File: src/rtl/add_pipe_pkg.sv
// ---------------------------------------------------------------------------
// add_pipe_pkg
// Shared types and helpers for the add_pipe_counter block.
//   cnt_mode_e : counter overflow behaviour (wrap modulo 2^CNT_W or clamp).
//   sat_add    : unsigned add of a counter value and an increment, returning
//                {value, overflow}. The value is the raw (wrapped) sum; the
//                caller decides whether to wrap or clamp using the overflow
//                bit. Counters up to 32 bits wide are supported.
// ---------------------------------------------------------------------------
package add_pipe_pkg;

    typedef enum logic {
        CNT_WRAP = 1'b0,
        CNT_SAT  = 1'b1
    } cnt_mode_e;

    localparam int unsigned SAT_ADD_W = 32;

    // Result layout: [SAT_ADD_W:1] = sum bits, [0] = overflow past width w.
    // Both operands must already fit in w bits; inc is small relative to 2^w,
    // so the sum can exceed the counter range by at most one wrap.
    function automatic logic [SAT_ADD_W:0] sat_add(
        input logic [SAT_ADD_W-1:0] cur,
        input logic [SAT_ADD_W-1:0] inc,
        input int unsigned          w
    );
        logic [SAT_ADD_W:0] total;
        logic               ovf;
        total = {1'b0, cur} + {1'b0, inc};
        ovf   = (total >> w) != '0;
        return {total[SAT_ADD_W-1:0], ovf};
    endfunction

endpackage

File: src/rtl/add_pipe_counter_stage.sv
// ---------------------------------------------------------------------------
// pipe_stage
// One elastic register slot of the adder pipeline: a valid bit plus a data
// word. The slot may load whenever it is empty or its contents are moving on
// downstream, so empty slots (bubbles) are squeezed out as data flows.
//   clk, rst    : clock and synchronous active-high reset
//   prev_valid  : valid from the upstream slot (or the input port)
//   prev_data   : data from the upstream slot (or the input adder)
//   next_adv    : downstream slot can take this slot's contents
//   adv         : this slot can take new contents this cycle
//   valid, data : registered slot contents
// ---------------------------------------------------------------------------
module pipe_stage
    import add_pipe_pkg::*;
#(
    parameter int WIDTH = 9
) (
    input  logic             clk,
    input  logic             rst,
    input  logic             prev_valid,
    input  logic [WIDTH-1:0] prev_data,
    input  logic             next_adv,
    output logic             adv,
    output logic             valid,
    output logic [WIDTH-1:0] data
);

    assign adv = !valid || next_adv;

    always_ff @(posedge clk) begin
        if (rst) begin
            valid <= 1'b0;
            data  <= '0;
        end else if (adv) begin
            valid <= prev_valid;
            data  <= prev_data;
        end
    end

endmodule

File: src/rtl/add_pipe_counter.sv
// ---------------------------------------------------------------------------
// add_pipe_counter
// Elastic adder pipeline with a throughput/step counter alongside it.
// The adder computes a+b with a full carry bit and passes it through STAGES
// valid/ready register slots; the counter accumulates one per completed
// output transfer plus an optional per-cycle step, wrapping or saturating.
//
// Ports
//   clk, rst      : clock (rising edge) and synchronous active-high reset
//   in_valid      : operand pair a/b is valid
//   in_ready      : pipeline can accept an operand pair this cycle
//   a, b          : WIDTH-bit unsigned operands
//   out_valid     : sum is valid
//   out_ready     : consumer accepts the sum this cycle
//   sum           : WIDTH+1-bit result, MSB is the carry
//   cnt_ena       : add cnt_step to the counter this cycle
//   cnt_step      : STEP_W-bit step amount
//   cnt_load      : load cnt_load_val (overrides any increment)
//   cnt_load_val  : CNT_W-bit load value
//   cnt_value     : counter value
//   cnt_flag      : wrap pulse (SATURATE=0) or sticky saturated (SATURATE=1)
// ---------------------------------------------------------------------------
module add_pipe_counter
    import add_pipe_pkg::*;
#(
    parameter int WIDTH    = 8,
    parameter int STAGES   = 2,
    parameter int CNT_W    = 8,
    parameter int STEP_W   = 4,
    parameter int SATURATE = 0
) (
    input  logic              clk,
    input  logic              rst,
    input  logic              in_valid,
    output logic              in_ready,
    input  logic [WIDTH-1:0]  a,
    input  logic [WIDTH-1:0]  b,
    output logic              out_valid,
    input  logic              out_ready,
    output logic [WIDTH:0]    sum,
    input  logic              cnt_ena,
    input  logic [STEP_W-1:0] cnt_step,
    input  logic              cnt_load,
    input  logic [CNT_W-1:0]  cnt_load_val,
    output logic [CNT_W-1:0]  cnt_value,
    output logic              cnt_flag
);

    localparam cnt_mode_e MODE  = (SATURATE != 0) ? CNT_SAT : CNT_WRAP;
    localparam int        LAST  = STAGES - 1;
    localparam int        INC_W = STEP_W + 1;

    // Input adder, zero-extended so the carry is never lost.
    logic [WIDTH:0] sum_in;
    assign sum_in = {1'b0, a} + {1'b0, b};

    logic           vld_p  [STAGES];
    logic [WIDTH:0] data_p [STAGES];
    logic           adv_p  [STAGES];

    // ---- pipeline stages p0 .. p(STAGES-1) ----
    for (genvar i = 0; i < STAGES; i++) begin : g_stage
        logic           prev_vld;
        logic [WIDTH:0] prev_data;
        logic           next_adv;

        if (i == 0) begin : g_head
            assign prev_vld  = in_valid;
            assign prev_data = sum_in;
        end else begin : g_body
            assign prev_vld  = vld_p[i-1];
            assign prev_data = data_p[i-1];
        end

        if (i == LAST) begin : g_tail
            assign next_adv = out_ready;
        end else begin : g_mid
            assign next_adv = adv_p[i+1];
        end

        pipe_stage #(
            .WIDTH (WIDTH + 1)
        ) u_stage (
            .clk        (clk),
            .rst        (rst),
            .prev_valid (prev_vld),
            .prev_data  (prev_data),
            .next_adv   (next_adv),
            .adv        (adv_p[i]),
            .valid      (vld_p[i]),
            .data       (data_p[i])
        );
    end

    // Both handshake outputs are masked during reset so that neither an input
    // nor an output transfer can appear to complete in a reset cycle.
    assign in_ready  = adv_p[0] && !rst;
    assign out_valid = vld_p[LAST] && !rst;
    assign sum       = data_p[LAST];

    // ---- counter ----
    // Output transfer and step are folded into one increment so a coinciding
    // transfer and step land in the same update.
    logic             out_xfer;
    logic [INC_W-1:0] inc;
    logic [SAT_ADD_W:0] add_res;
    logic [CNT_W-1:0] add_val;
    logic             add_ovf;
    logic             unused_add_res;

    assign out_xfer = out_valid && out_ready;
    assign inc      = INC_W'(out_xfer) + (cnt_ena ? INC_W'(cnt_step) : INC_W'(0));
    assign add_res  = sat_add(SAT_ADD_W'(cnt_value), SAT_ADD_W'(inc), CNT_W);
    assign add_val  = add_res[CNT_W:1];
    assign add_ovf  = add_res[0];
    assign unused_add_res = ^add_res;

    always_ff @(posedge clk) begin
        if (rst) begin
            cnt_value <= '0;
            cnt_flag  <= 1'b0;
        end else if (cnt_load) begin
            cnt_value <= cnt_load_val;
            cnt_flag  <= 1'b0;
        end else if (MODE == CNT_WRAP) begin
            // Flag is a single-cycle pulse on each wrap.
            cnt_value <= add_val;
            cnt_flag  <= add_ovf;
        end else if (add_ovf) begin
            cnt_value <= '1;
            cnt_flag  <= 1'b1;
        end else begin
            // Saturate mode: flag stays set until reset or load.
            cnt_value <= add_val;
        end
    end

endmodule

File: config.mk
export PLATFORM = sky130hd
export DESIGN_NAME = add_pipe_counter
export DESIGN_NICKNAME = d
export VERILOG_FILES = /design/src/rtl/add_pipe_pkg.sv /design/src/rtl/add_pipe_counter_stage.sv /design/src/rtl/add_pipe_counter.sv
export SDC_FILE = /design/constraint.sdc
export NUM_CORES = 1
export LEC_CHECK = 0
export CORE_MARGIN = 5
export CORE_UTILIZATION = 48
export CTS_BUF_LIST = sky130_fd_sc_hd__clkbuf_2 sky130_fd_sc_hd__clkbuf_4 sky130_fd_sc_hd__clkbuf_8
export DETAILED_ROUTE_END_ITERATION = 16
export PLACE_DENSITY = 0.82
export RECOVER_POWER = 25
export SLEW_MARGIN = 30
export SYNTH_ARGS = -nofsm -noshare
export SYNTH_HDL_FRONTEND = slang
export SYNTH_HIERARCHICAL = 1
export SYNTH_SLANG_ARGS = --single-unit
File: constraint.sdc
create_clock -name clk -period 2.7 [get_ports clk]
set_clock_uncertainty 0.15 [all_clocks]
set_input_delay 0.81 -clock clk [delete_from_list [all_inputs] [get_ports clk]]
set_output_delay 0.81 -clock clk [all_outputs]
set_load 0.005 [all_outputs]
==> impl_summary.txt, run 1 <==
----------------------------------------------------
[Routing]
  Residual DRC ... 0
  Iter 0 DRT Violations ... approximately 110
  Via/cell ratio ... around 5.2
  Average wire per cell in the routed design ... between 10 and 15 um
  Routed wire length ... between 4000 and 5000 um
  Total via count after detailed routing ... ~1,600
  First-pass iteration count of the detailed router ... 4
  Antenna viol nets, final ... 0

[Finish]
  Fraction of layout cells with a size suffix above 1 ... 17.05%
  Post-synthesis to final-layout area growth ... 45.98%
  Number of diodes ... 0
  Net count reported at finish ... just over 300
  Fraction of the core area covered by cells at the end of the flow ... between 70% and 80%

[Die]
  Top-Level Pins ... 54
  Number of rows in the core area ... 21
  Initial standard-cell utilization of the core ... about half
  Die height ... approximately 70 um
  Die span in x ... roughly 70 um
  Core box area ... 3416 um2
  Full die area ... 4900 um2

[Critical path]
  R2R setup slack ... approximately 360 ps
  Crit path max-delay cell type ... sky130_fd_sc_hd__and2b_2
  Critical Path Max Stage Delay ... 240 ps
  Type of element capturing the critical path ... output port
  Worst path arrival time ... 1700 ps
  Required arrival time at the worst endpoint ... 1740 ps
  Worst setup path category ... input pin to output port
  Worst reg2reg endpoint ... cnt_value[6]
  Worst setup endpoint ... in_ready
  Crit Path Max Fanout ... 3
  Worst reg2reg startpoint ... g_stage[1].u_stage/valid
  Number of buffers and inverters on the critical path ... 4
  Family of cells with the greatest summed delay on the critical path ... simple AND/OR/NAND/NOR gates
  First element of the critical path ... out_ready
  Launching element type of the critical path ... input pin
  Length in cells of the worst reg-to-reg path ... 9
  CP cell instances ... buf_2 -> and2b_2 -> inv_4 -> and2b_1 -> inv_2 -> nor2b_4 -> buf_6
  Path length in cells of the critical path ... 7

[Hold path]
  Worst Hold Class ... flop to flop

[STA]
  Final worst-path cycle share ... roughly 98%
  Slew Limit Fails ... 0
  Slack of the critical path ... 44.86 ps
  Setup-violating endpoint count in the final report ... 0
  Worst hold slack ... 321.2 ps
  Worst-Margin Slew ... 717.2 ps
  Total count of hold-check failures in the final report ... 0
  Relative slew slack ... roughly 52%
  Minimum clock period after layout ... roughly 2700 ps
  Max Fclk ... between 300 and 400 MHz
  Unrepaired setup endpoints after global routing ... no
  Final sum of negative setup slack ... 0 ps

[GRT]
  Largest net degree at the start of global routing ... 49
  Vias in the first global route ... around 1,500
  Wire length of the first global-routing pass ... 7038 um
  Antenna violations before repair ... 0
  Met2 usage in global routing ... between 20% and 30%
  GRT Util Overall ... 17.62%
  Fraction of met1 tracks used by global routing ... between 20% and 30%
  Aggregate global routing overflow ... 0
  Highest-utilization routing layer at the global route stage ... met2
  GR met3 Demand/Resource ... around 3.7%

[Power]
  Logic pwr share ... roughly 28%
  Worst-case vdd ir drop ... roughly 0.00028 V
  Ratio of total power to cell area ... roughly 420 nW/um2
  Net Sw Power ... 290.1 uW
  Sequential fraction of design power ... a little under half
  Leakage ... between 1 and 1.5 nW
  Final Power ... about 1.1 mW
  Fraction of power spent switching nets ... between 20% and 30%
  Total internal power ... roughly 800 uW
  Part of the total power dissipated in the clock network ... 26.2%

[Yosys]
  Post-synth cell types ... between 40 and 50
  Post-synth net total ... 237
  Post-synth EDFFs ... 0
  Cells after synthesis ... around 190
  Most instantiated flip-flop cell in the synthesis netlist ... sky130_fd_sc_hd__dfxtp_1
  Most used standard cells in the synthesized netlist ... 29 x sky130_fd_sc_hd__dfxtp_1, 18 x sky130_fd_sc_hd__nand2b_1, 18 x sky130_fd_sc_hd__o21ai_1, 14 x sky130_fd_sc_hd__nand4bb_1, 12 x sky130_fd_sc_hd__nor2_1
  Largest area contributor in the netlist ... sky130_fd_sc_hd__dfxtp_1
  Ranking of synthesized cells by area ... sky130_fd_sc_hd__dfxtp_1 34%, sky130_fd_sc_hd__nand4bb_1 9.1%, sky130_fd_sc_hd__ha_1 8.0%
  Number of register bits inferred by synthesis ... 29
  Sequential element share of the synthesized area ... approximately a third
  Syn. warnings ... 6
  Cell area after synthesis ... 1728 um2
  Share of Yosys cell area claimed by the top area cell type ... about a third
  Most common cell in the synthesized netlist ... sky130_fd_sc_hd__dfxtp_1
  Async SR Flop Fraction ... 0%
  Synthesized area per cell ... between 9 and 10 um2

[Clock tree]
  Buffer cell driving the clock tree root ... sky130_fd_sc_hd__clkbuf_4
  Sink Count ... 29
  H-tree levels ... 2
  Clock latency reported for the late side of the worst-skew pair ... roughly 330 ps
  Clock-pin transition on the worst setup and hold timing paths ... around 80 ps
  Maximum count of clock buffers along a single path ... 2
  CTS tree ... done
  Clock buffer count from CTS ... 5

[Placement]
  Half-perimeter wire length after detailed placement ... roughly 3000 um
  Worst setup slack before clock tree synthesis ... -776.4 ps
  Port Buffer Count ... 53
  Weighted congestion reported at the end of routability-driven placement ... 0.8133

[Run]
  Number of max-capacitance violations reported ... 0

[Status]
  Outcome ... complete, no violations

----------------------------------------------------
-- state kept, by name, indices dropped and copies added, names as in the netlist --
signal	cells
g_stage.u_stage/data	18
g_stage.u_stage/valid	2
cnt_flag	1
cnt_value	8
-- power by group through the flow --
stage	Clock, mW	Sequential, mW	Combinational (mW)
after global placement	0	0.500	0.283
after global routing	0.307	0.498	0.329
after floorplan	0	0.499	0.144
final	0.280	0.492	0.296
after detailed placement	0	0.502	0.289
after CTS	0.282	0.492	0.292
-- tightest hold or removal path: stages (launching register included) --
cell and delay, ps:
sky130_fd_sc_hd__dfxtp_1 310, sky130_fd_sc_hd__nand2b_1 70, sky130_fd_sc_hd__o21ai_1 50
-- timing repair --
action | in CTS | in global routing
gates resized for setup | 18 | 8
setup buffers | 2 | 1
endpoints found under the setup margin | 7 | 7
endpoints found under the hold margin | 0 | 0
pin swaps | 6 | 5
hold buffers | 0 | 0
-- logic make-up after synthesis --
group / after synthesis / synth area share, %
AO/OA/AOI/OAI: 50 / 17.89
adder cells (fa/ha/maj): 14 / 11.44
AND/OR/NAND/NOR: 74 / 29.47
buffers and inverters: 14 / 3.475
flip-flops: 29 / 33.60
XOR/XNOR: 7 / 3.548
multiplexers: 1 / 0.5793
-- cell usage in the layout (no fill, tap or decap), types with 4 or more instances in the layout --
master,instances
sky130_fd_sc_hd__clkdlybuf4s50_1,47
sky130_fd_sc_hd__dfxtp_1,29
sky130_fd_sc_hd__nand2b_1,18
sky130_fd_sc_hd__buf_4,18
sky130_fd_sc_hd__nand4bb_1,14
sky130_fd_sc_hd__o21ai_0,13
sky130_fd_sc_hd__nor2_1,12
sky130_fd_sc_hd__ha_1,11
sky130_fd_sc_hd__o21ai_1,10
sky130_fd_sc_hd__clkbuf_4,8
sky130_fd_sc_hd__a21oi_1,7
sky130_fd_sc_hd__nand2_1,6
sky130_fd_sc_hd__inv_1,5
sky130_fd_sc_hd__nor2b_1,4
sky130_fd_sc_hd__xnor2_1,4
sky130_fd_sc_hd__or4bb_1,4
-- layout make-up --
type                       instances  area (um2)
tap                               46       57.56
clock buffer                       8       60.06
sequential                        29       580.6
timing repair buffer              73       670.6
fill                             270       893.4
multi-input combinational        146        1121
inverter                           8       32.53
-- worst min-delay path by stage --
| stage | endpoint | cells after the start | startpoint |
|---|---|---|---|
| 2_1_floorplan | g_stage[1].u_stage/data[5] | 2 | g_stage[0].u_stage/data[5] |
| 3_3_place_gp | g_stage[1].u_stage/data[1] | 2 | g_stage[0].u_stage/data[1] |
| 3_5_place_dp | g_stage[1].u_stage/data[1] | 2 | g_stage[0].u_stage/data[1] |
| 4_1_cts | g_stage[1].u_stage/data[1] | 2 | g_stage[0].u_stage/data[1] |
| 5_1_grt | g_stage[1].u_stage/data[3] | 2 | g_stage[0].u_stage/data[3] |
| 6_report | g_stage[1].u_stage/data[0] | 2 | g_stage[0].u_stage/data[0] |
-- stage by stage --
| step | area [um2] | std cells |
|---|---|---|
| final | 2522 | 310 |
| after detailed placement | 2416 | 299 |
| after global routing | 2522 | 310 |
| after floorplan | 1730 | 189 |
| after CTS | 2492 | 309 |
| after global placement | 2416 | 299 |
-- per-layer routing --
metal  wire length, um  vias to the layer above
met2              1804                       38
met4                89                        0
met5                 0                        -
met3               221                        9
li1                  -                      834
met1              1927                      732
(Power assumes the default switching activity.)
==> inputs of run 2 (changes only) <==
--- a/config.mk
+++ b/config.mk
@@ -5,6 +5,7 @@
 export SDC_FILE = /design/constraint.sdc
 export NUM_CORES = 1
 export LEC_CHECK = 0
+export ABC_AREA = 0
 export CORE_MARGIN = 5
 export CORE_UTILIZATION = 48
 export CTS_BUF_LIST = sky130_fd_sc_hd__clkbuf_2 sky130_fd_sc_hd__clkbuf_4 sky130_fd_sc_hd__clkbuf_8
==> results of run 2 <==
Final layout, timing and power as in run 1 (identical DEF).
